`config.mk`:
```
export PLATFORM = sky130hd
export DESIGN_NAME = pipelined_cla_addsub
export DESIGN_NICKNAME = d
export VERILOG_FILES = /design/src/rtl/cla_pkg.sv /design/src/rtl/cla_segment.sv /design/src/rtl/pipelined_cla_addsub.sv
export SDC_FILE = /design/constraint.sdc
export NUM_CORES = 1
export LEC_CHECK = 0
export ABC_AREA = 1
export BUFFER_PORTS_ARGS = -buffer_cell sky130_fd_sc_hd__buf_2
export CAP_MARGIN = 20
export CORE_MARGIN = 4
export CORE_UTILIZATION = 35
export CTS_CLUSTER_SIZE = 24
export DETAILED_ROUTE_END_ITERATION = 8
export PLACE_DENSITY = 0.57
export RECOVER_POWER = 100
export SETUP_SLACK_MARGIN = 0.15
export SKIP_LAST_GASP = 1
export SYNTH_ARGS = -nofsm -noshare
export SYNTH_HDL_FRONTEND = slang
export SYNTH_HIERARCHICAL = 1
export SYNTH_SLANG_ARGS = --single-unit
export TNS_END_PERCENT = 100
```
`constraint.sdc`:
```
create_clock -name clk -period 7.12 [get_ports clk]
set_input_delay 0.712 -clock clk [delete_from_list [all_inputs] [get_ports clk]]
set_output_delay 0.712 -clock clk [all_outputs]
set_load 0.02 [all_outputs]
```
`src/rtl/cla_pkg.sv`:
```
// Shared types and configuration helpers for the pipelined CLA adder/subtractor.
// Operand width is fixed here, because the stage record below is sized from it.
package cla_pkg;

    localparam int CLA_N   = 16;
    localparam int CLA_SEG = 4;

    function automatic int cla_ns(input int n, input int seg);
        return n / seg;
    endfunction

    // Elaboration-time legality check: whole segments only, at least one stage.
    function automatic bit cla_cfg_ok(input int n, input int seg);
        return (seg > 0) && (n >= seg) && ((n % seg) == 0);
    endfunction

    // One pipeline stage: the valid bit, the carry out of this stage's segment,
    // operands still to be consumed by later stages, and the sum bits produced so far.
    typedef struct packed {
        logic             vld;
        logic             carry;
        logic [CLA_N-1:0] a;
        logic [CLA_N-1:0] b;
        logic [CLA_N-1:0] sum;
    } stage_t;

endpackage

```
`src/rtl/cla_segment.sv`:
```
// Combinational SEG-bit carry-look-ahead block with group propagate/generate.
// Latency: 0 cycles (pure logic).
// Backpressure: none, the enclosing stage register decides when results load.
module cla_segment
    import cla_pkg::*;
#(
    parameter int SEG = CLA_SEG
) (
    input  logic [SEG-1:0] a,
    input  logic [SEG-1:0] b,
    input  logic           ci,
    output logic [SEG-1:0] s,
    output logic           co,
    output logic           p,
    output logic           g
);
    logic [SEG-1:0] gen;
    logic [SEG-1:0] prop;
    logic [SEG:0]   c;
    logic           c_acc;
    logic           c_term;
    logic           g_acc;
    logic           g_term;

    assign gen  = a & b;
    assign prop = a ^ b;

    // Each carry is the flat sum-of-products of generates and propagates below it.
    always_comb begin
        c      = '0;
        c_acc  = 1'b0;
        c_term = 1'b0;
        c[0]   = ci;
        for (int i = 0; i < SEG; i++) begin
            c_acc = ci;
            for (int j = 0; j <= i; j++) c_acc = c_acc & prop[j];
            for (int j = 0; j <= i; j++) begin
                c_term = gen[j];
                for (int k = j + 1; k <= i; k++) c_term = c_term & prop[k];
                c_acc = c_acc | c_term;
            end
            c[i+1] = c_acc;
        end
    end

    always_comb begin
        g_acc  = 1'b0;
        g_term = 1'b0;
        for (int j = 0; j < SEG; j++) begin
            g_term = gen[j];
            for (int k = j + 1; k < SEG; k++) g_term = g_term & prop[k];
            g_acc = g_acc | g_term;
        end
    end

    assign s  = prop ^ c[SEG-1:0];
    assign co = c[SEG];
    assign p  = &prop;
    assign g  = g_acc;

endmodule

```
`src/rtl/pipelined_cla_addsub.sv`:
```
// Pipelined N-bit CLA add (subtract with CLA_SUB_EN), one SEG-bit segment per stage.
// Latency: beat accepted at edge t is presented after edge t+NS-1.
// Backpressure: out_valid & !out_ready freezes every stage and drops in_ready.
module pipelined_cla_addsub
    import cla_pkg::*;
#(
    parameter int N   = CLA_N,
    parameter int SEG = CLA_SEG
) (
    input  logic         clk,
    input  logic         rst,
    input  logic         in_valid,
    output logic         in_ready,
    input  logic [N-1:0] a,
    input  logic [N-1:0] b,
    input  logic         cin,
`ifdef CLA_SUB_EN
    input  logic         sub,
`endif
    output logic         out_valid,
    input  logic         out_ready,
    output logic [N-1:0] s,
    output logic         cout,
    output logic         ovf
);
    localparam int NS = cla_ns(N, SEG);

    if (!cla_cfg_ok(N, SEG) || (N != CLA_N) || (SEG != CLA_SEG)) begin : g_bad_cfg
        $error("pipelined_cla_addsub: N must equal cla_pkg::CLA_N and be a multiple of SEG");
    end

    stage_t         st     [NS];
    stage_t         st_in  [NS];
    logic [SEG-1:0] seg_s  [NS];
    logic [NS-1:0]  seg_co;
    logic [NS-1:0]  seg_p;
    logic [NS-1:0]  seg_g;
    logic [N-1:0]   b_eff;
    logic           c0;
    logic           advance;
    logic           ovf_q;

    always_comb begin
`ifdef CLA_SUB_EN
        b_eff = sub ? ~b : b;
        c0    = sub ? ~cin : cin;
`else
        b_eff = b;
        c0    = cin;
`endif
    end

    // Stage k works on what stage k-1 registered; stage 0 works straight off the ports.
    always_comb begin
        st_in[0] = '{vld: in_valid, carry: c0, a: a, b: b_eff, sum: '0};
        for (int k = 1; k < NS; k++) st_in[k] = st[k-1];
    end

    for (genvar k = 0; k < NS; k++) begin : g_seg
        cla_segment #(.SEG(SEG)) u_seg (
            .a  (st_in[k].a[k*SEG +: SEG]),
            .b  (st_in[k].b[k*SEG +: SEG]),
            .ci (st_in[k].carry),
            .s  (seg_s[k]),
            .co (seg_co[k]),
            .p  (seg_p[k]),
            .g  (seg_g[k])
        );

        always_comb assert (seg_co[k] == (seg_g[k] | (seg_p[k] & st_in[k].carry)));
    end

    assign advance   = !out_valid || out_ready;
    assign in_ready  = advance;

    always_ff @(posedge clk or posedge rst) begin
        if (rst) begin
            for (int k = 0; k < NS; k++) st[k] <= '0;
            ovf_q <= 1'b0;
        end else if (advance) begin
            for (int k = 0; k < NS; k++) begin
                st[k]                   <= st_in[k];
                st[k].carry             <= seg_co[k];
                st[k].sum[k*SEG +: SEG] <= seg_s[k];
            end
            // The skewed MSBs reach the last stage together with the top segment.
            ovf_q <= (st_in[NS-1].a[N-1] == st_in[NS-1].b[N-1]) &&
                     (seg_s[NS-1][SEG-1] != st_in[NS-1].a[N-1]);
        end
    end

    assign out_valid = st[NS-1].vld;
    assign s         = st[NS-1].sum;
    assign cout      = st[NS-1].carry;
    assign ovf       = ovf_q;

endmodule

```
# Word level (Yosys, flattened, before mapping)
# Index checks and enable logic that the tools add are counted.
# totals
ff_bits	145
inputBits	37
out_inout_bits	20
# classes
n_eq_ne	2
n_reduce_logical	3
bitwise_logic	92
# ops
op	count
bitwise AND 1 bit	40
bitwise OR 1 bit	40
XOR 4 bit	8
bitwise AND 4 bit	4
== test 1 bit	1
logical AND 1 bit	1
zero test 1 bit	1
logical OR 1 bit	1
!= test 1 bit	1

# Longest topological paths before layout
# depth
depth_word	10
mapped_depth	12
depth_no_buf	12

# Hierarchy
# The synthesis kept the hierarchy.
# modules_own_cells
module	n_inst	cells_per_inst	area_per_inst_um2
pipelined_cla_addsub	1	408	3753.6
cla_segment at g_seg[0].u_seg ...	2	32	241.5
cla_segment at g_seg[2].u_seg ...	2	36	220.2

# Worst setup path before layout
# No wires, ideal clock.
# synth_path
path_kind	in2out
start	in out_ready
end	out in_ready
t_arrival_ns	1.133
setup_slack_ns	5.275
n_path_buf	1
cell_stages	3
cell_sequence	nor2_4 -> inv_2 -> buf_2
# synth_between
elab_chain_cells	1
# synth_lines
element	line_no	rtl
start: declaration	pipelined_cla_addsub.sv:21	input logic out_ready,
logical OR 1 bit	pipelined_cla_addsub.sv:73	assign advance = !out_valid || out_ready;
end: declaration	pipelined_cla_addsub.sv:13	output logic in_ready,
# Every way passes these cells.

==> metrics.log <==
[metrics] number of pins exceeding their max-slew limit in the final report: 100
[metrics] worst-case clock skew: 0.00485 ns
[metrics] Comb pwr share: 36.0%
[metrics] mean cell area of the mapped netlist: just under 9 um2
[metrics] maximum operating frequency: 244 MHz
[metrics] sort of element at the end of the critical path: async pin
[metrics] I/O pin total: 57
[metrics] final instance area: 5110 um2
[metrics] total instance count after detailed placement: 711
[metrics] total congestion overflow: 0
[metrics] data arrival at the endpoint of the critical path: 3.98 ns
[metrics] global-route wire length before repair: 13900 um
[metrics] Min-Delay Path Class: flip-flop to flip-flop
[metrics] series of cell instances along the critical path: buf_2, clkinvlp_2, clkbuf_1
[metrics] Endpoint, Worst Hold: s[2]$_DFFE_PP0P_
[metrics] required time at the endpoint of the critical path: 7.01 ns
[metrics] number of standard cells in the layout, taps in and fillers out: 727
[metrics] antenna violations before repair: 0
[metrics] Core Rows: a little over 40
[metrics] clock-pin slew reported for the worst setup and hold paths after clock tree synthesis: 0.07 ns
[metrics] setup TNS after final layout: 0 ns
[metrics] area taken by flip-flops and latches: 2430 um2
[metrics] Internal: 1.38 mW
[metrics] start point of the critical path: rst
[metrics] launch point of the worst reg-to-reg path: out_valid$_DFFE_PP0P_
[metrics] vertical die dimension: 123 um
[metrics] Cell Pwr Density: ~430 nW/um2
[metrics] multi-input combinational cell area: between 1500 and 2000 um2
[metrics] All-Layer GR Usage: between 10% and 20%
[metrics] count of nets left with antenna violations after detail routing: 0
[metrics] number of post-CTS setup repair buffers: 0
[metrics] full die area: 15000 um2
[metrics] count of cells resized by post-cts repair: 0
[metrics] Placeable Area: around 13000 um2
[metrics] power after layout: approximately 2.2 mW
[metrics] Worst Path Max Fanout: 51
[metrics] standard cell area after detailed placement: 4830 um2
[metrics] Area growth, synth to finish: 11.3%
[metrics] Hold Slack: approximately 0.47 ns
[metrics] vias in the first global route: 3138
[metrics] number of antenna diodes: 0
[metrics] dominant delay contributor by cell family on the critical path: buffers and inverters
[metrics] switching power of the nets: approximately 0.84 mW
[metrics] final weighted congestion of routability-driven global placement: 0.761
[metrics] root buffer cell: sky130_fd_sc_hd__clkbuf_16
[metrics] post-layout utilization of the core: 40.2%
[metrics] count of buffers from port buffering: between 50 and 60
[metrics] Slew @ Worst Pin: 2.62 ns
[metrics] RSZ-0062 raised after global routing: false
[metrics] DRC Markers: 0
[metrics] maximum number of pins on one net before global-route repair: 100
[metrics] share of cells above drive strength 1: 11.7%
[metrics] Worst Setup Slack post-DPL: 3.78 ns
[metrics] TritonCTS clock tree: done
[metrics] post-layout net count: 611
[metrics] share of total power consumed by net switching: 37.8%
[metrics] maxcap violations: 3
[metrics] slack of the worst reg-to-reg path: 3.53 ns
[metrics] fraction of power consumed by sequential logic: between 40% and 50%
[metrics] number of setup violations in the final report: 0
[metrics] crit path max-delay cell type: sky130_fd_sc_hd__clkbuf_1
[metrics] Initial DRT Pass Iterations: 4
[metrics] vias: 3161
[metrics] HP Start: st[52]$_DFFE_PP0P_
[metrics] clk_lat worst skew: roughly 0.34 ns
[metrics] clock period minus worst slack: 4.10 ns
[metrics] status: finished with violations
[metrics] type of the worst setup path: input pin to async pin
[metrics] hold violation total from the final report: 0
[metrics] routed via count divided by cell count: 4.35
[metrics] largest vdd supply drop: 130 uV
[metrics] worst reg2reg endpoint: st[103]$_DFFE_PP0P_
[metrics] Slew Limit Headroom: -74.8%
[metrics] number of clock sinks: 97
[metrics] width of the chip: 123 um
[metrics] number of levels the H-tree was split into: 3
[metrics] Initial Util: 36.1%
[metrics] number of filler instances in the final layout: 1329
[metrics] number of cells on the worst reg-to-reg path: 7
[metrics] Synthesized Nets: 585
[metrics] share of the cycle needed by the critical path after routing: 57.5%
[metrics] Routed wire per std cell: 11.2 um
[metrics] Clock power frac: 23.1%
[metrics] violation count after the first detailed-route iteration: 236
[metrics] total buffers and inverters traversed by the critical path: 3
[metrics] maximum clock path buffer count: 2
[metrics] violated checks: max-capacitance violations, max-slew violations
[metrics] Cell Area, Synth: 4590 um2
[metrics] largest stage delay on the critical path: 1.95 ns
[metrics] critical path startpoint category: input pin
[metrics] CTS Hold Buffers Added: 0
[metrics] setup ws final: 3.02 ns
[metrics] number of warnings issued by yosys: 6
[metrics] clock buffer count from CTS: 9
[metrics] Post-Synthesis Cells: roughly 520
[metrics] instance count along the most critical hold path: 2
[metrics] Pleak: 2.67 nW
[metrics] post-detailed-routing wire length: 8120 um
[metrics] dpl hpwl: 5450 um
## layout by cell type (no fill, tap or decap), types with 2 or more instances in the layout
| cell type | n |
|---|---|
| sky130_fd_sc_hd__dfrtp_1 | 97 |
| sky130_fd_sc_hd__nand2_1 | 222 |
| sky130_fd_sc_hd__clkinv_2 | 2 |
| sky130_fd_sc_hd__clkinvlp_4 | 2 |
| sky130_fd_sc_hd__a21oi_1 | 4 |
| sky130_fd_sc_hd__bufinv_16 | 2 |
| sky130_fd_sc_hd__clkbuf_16 | 9 |
| sky130_fd_sc_hd__buf_2 | 36 |
| sky130_fd_sc_hd__nand4_1 | 4 |
| sky130_fd_sc_hd__o21ai_0 | 45 |
| sky130_fd_sc_hd__nand2_2 | 4 |
| sky130_fd_sc_hd__ha_1 | 20 |
| sky130_fd_sc_hd__xor2_1 | 6 |
| sky130_fd_sc_hd__nand3_4 | 2 |
| sky130_fd_sc_hd__nand3_2 | 2 |
| sky130_fd_sc_hd__xnor2_1 | 2 |
| sky130_fd_sc_hd__fa_1 | 4 |
| sky130_fd_sc_hd__nand3_1 | 17 |
| sky130_fd_sc_hd__clkbuf_1 | 22 |
| sky130_fd_sc_hd__inv_1 | 45 |
| sky130_fd_sc_hd__nand2_4 | 2 |
| sky130_fd_sc_hd__nor2_1 | 2 |
## final cells by class
type	count	share of cell area, %
well taps	172	4.21
repair buffers	59	5.29
inverters	46	3.40
multi-input cells	337	33.4
clock inverters	7	1.84
flip-flops and latches	97	47.5
clock buffers	9	4.41
## state kept, by name (all words and copies together), names as in the netlist
signal,flops
out_valid,1
cout,1
st,78
s,16
ovf,1
## power groups by stage
stage	clock network, mW	logic, mW	registers [mW]
6_report	0.514	0.801	0.908
5_1_grt	0.549	0.943	0.937
3_3_place_gp	0	0.822	0.910
3_5_place_dp	0	0.844	0.917
2_1_floorplan	0	0.741	0.894
4_1_cts	0.529	0.849	0.908
## tightest hold or removal path: stages (launching register included)
cell and delay [ns]:
sky130_fd_sc_hd__dfrtp_1 0.34, sky130_fd_sc_hd__nand2_1 0.05, sky130_fd_sc_hd__nand2_1 0.05
## worst max path at each step
stage | to | slack, ns | cells after the start
after detailed placement | in_ready | 3.78 | 5
after global placement | in_ready | 3.80 | 5
final | s[12]$_DFFE_PP0P_ | 3.02 | 3
after floorplan | cout$_DFFE_PP0P_ | 3.87 | 1
after CTS | in_ready | 3.79 | 5
after global routing | s[12]$_DFFE_PP0P_ | 2.12 | 3
## layer usage
layer	wire, um	GRT usage (%)	part of all wire [%]
met1	3890	14.6	48
met2	3760	19.0	46
met3	260	1.98	3.2
met4	209	6.51	2.6
met5	0	0	0
Power figures use the tool's default switching activity.
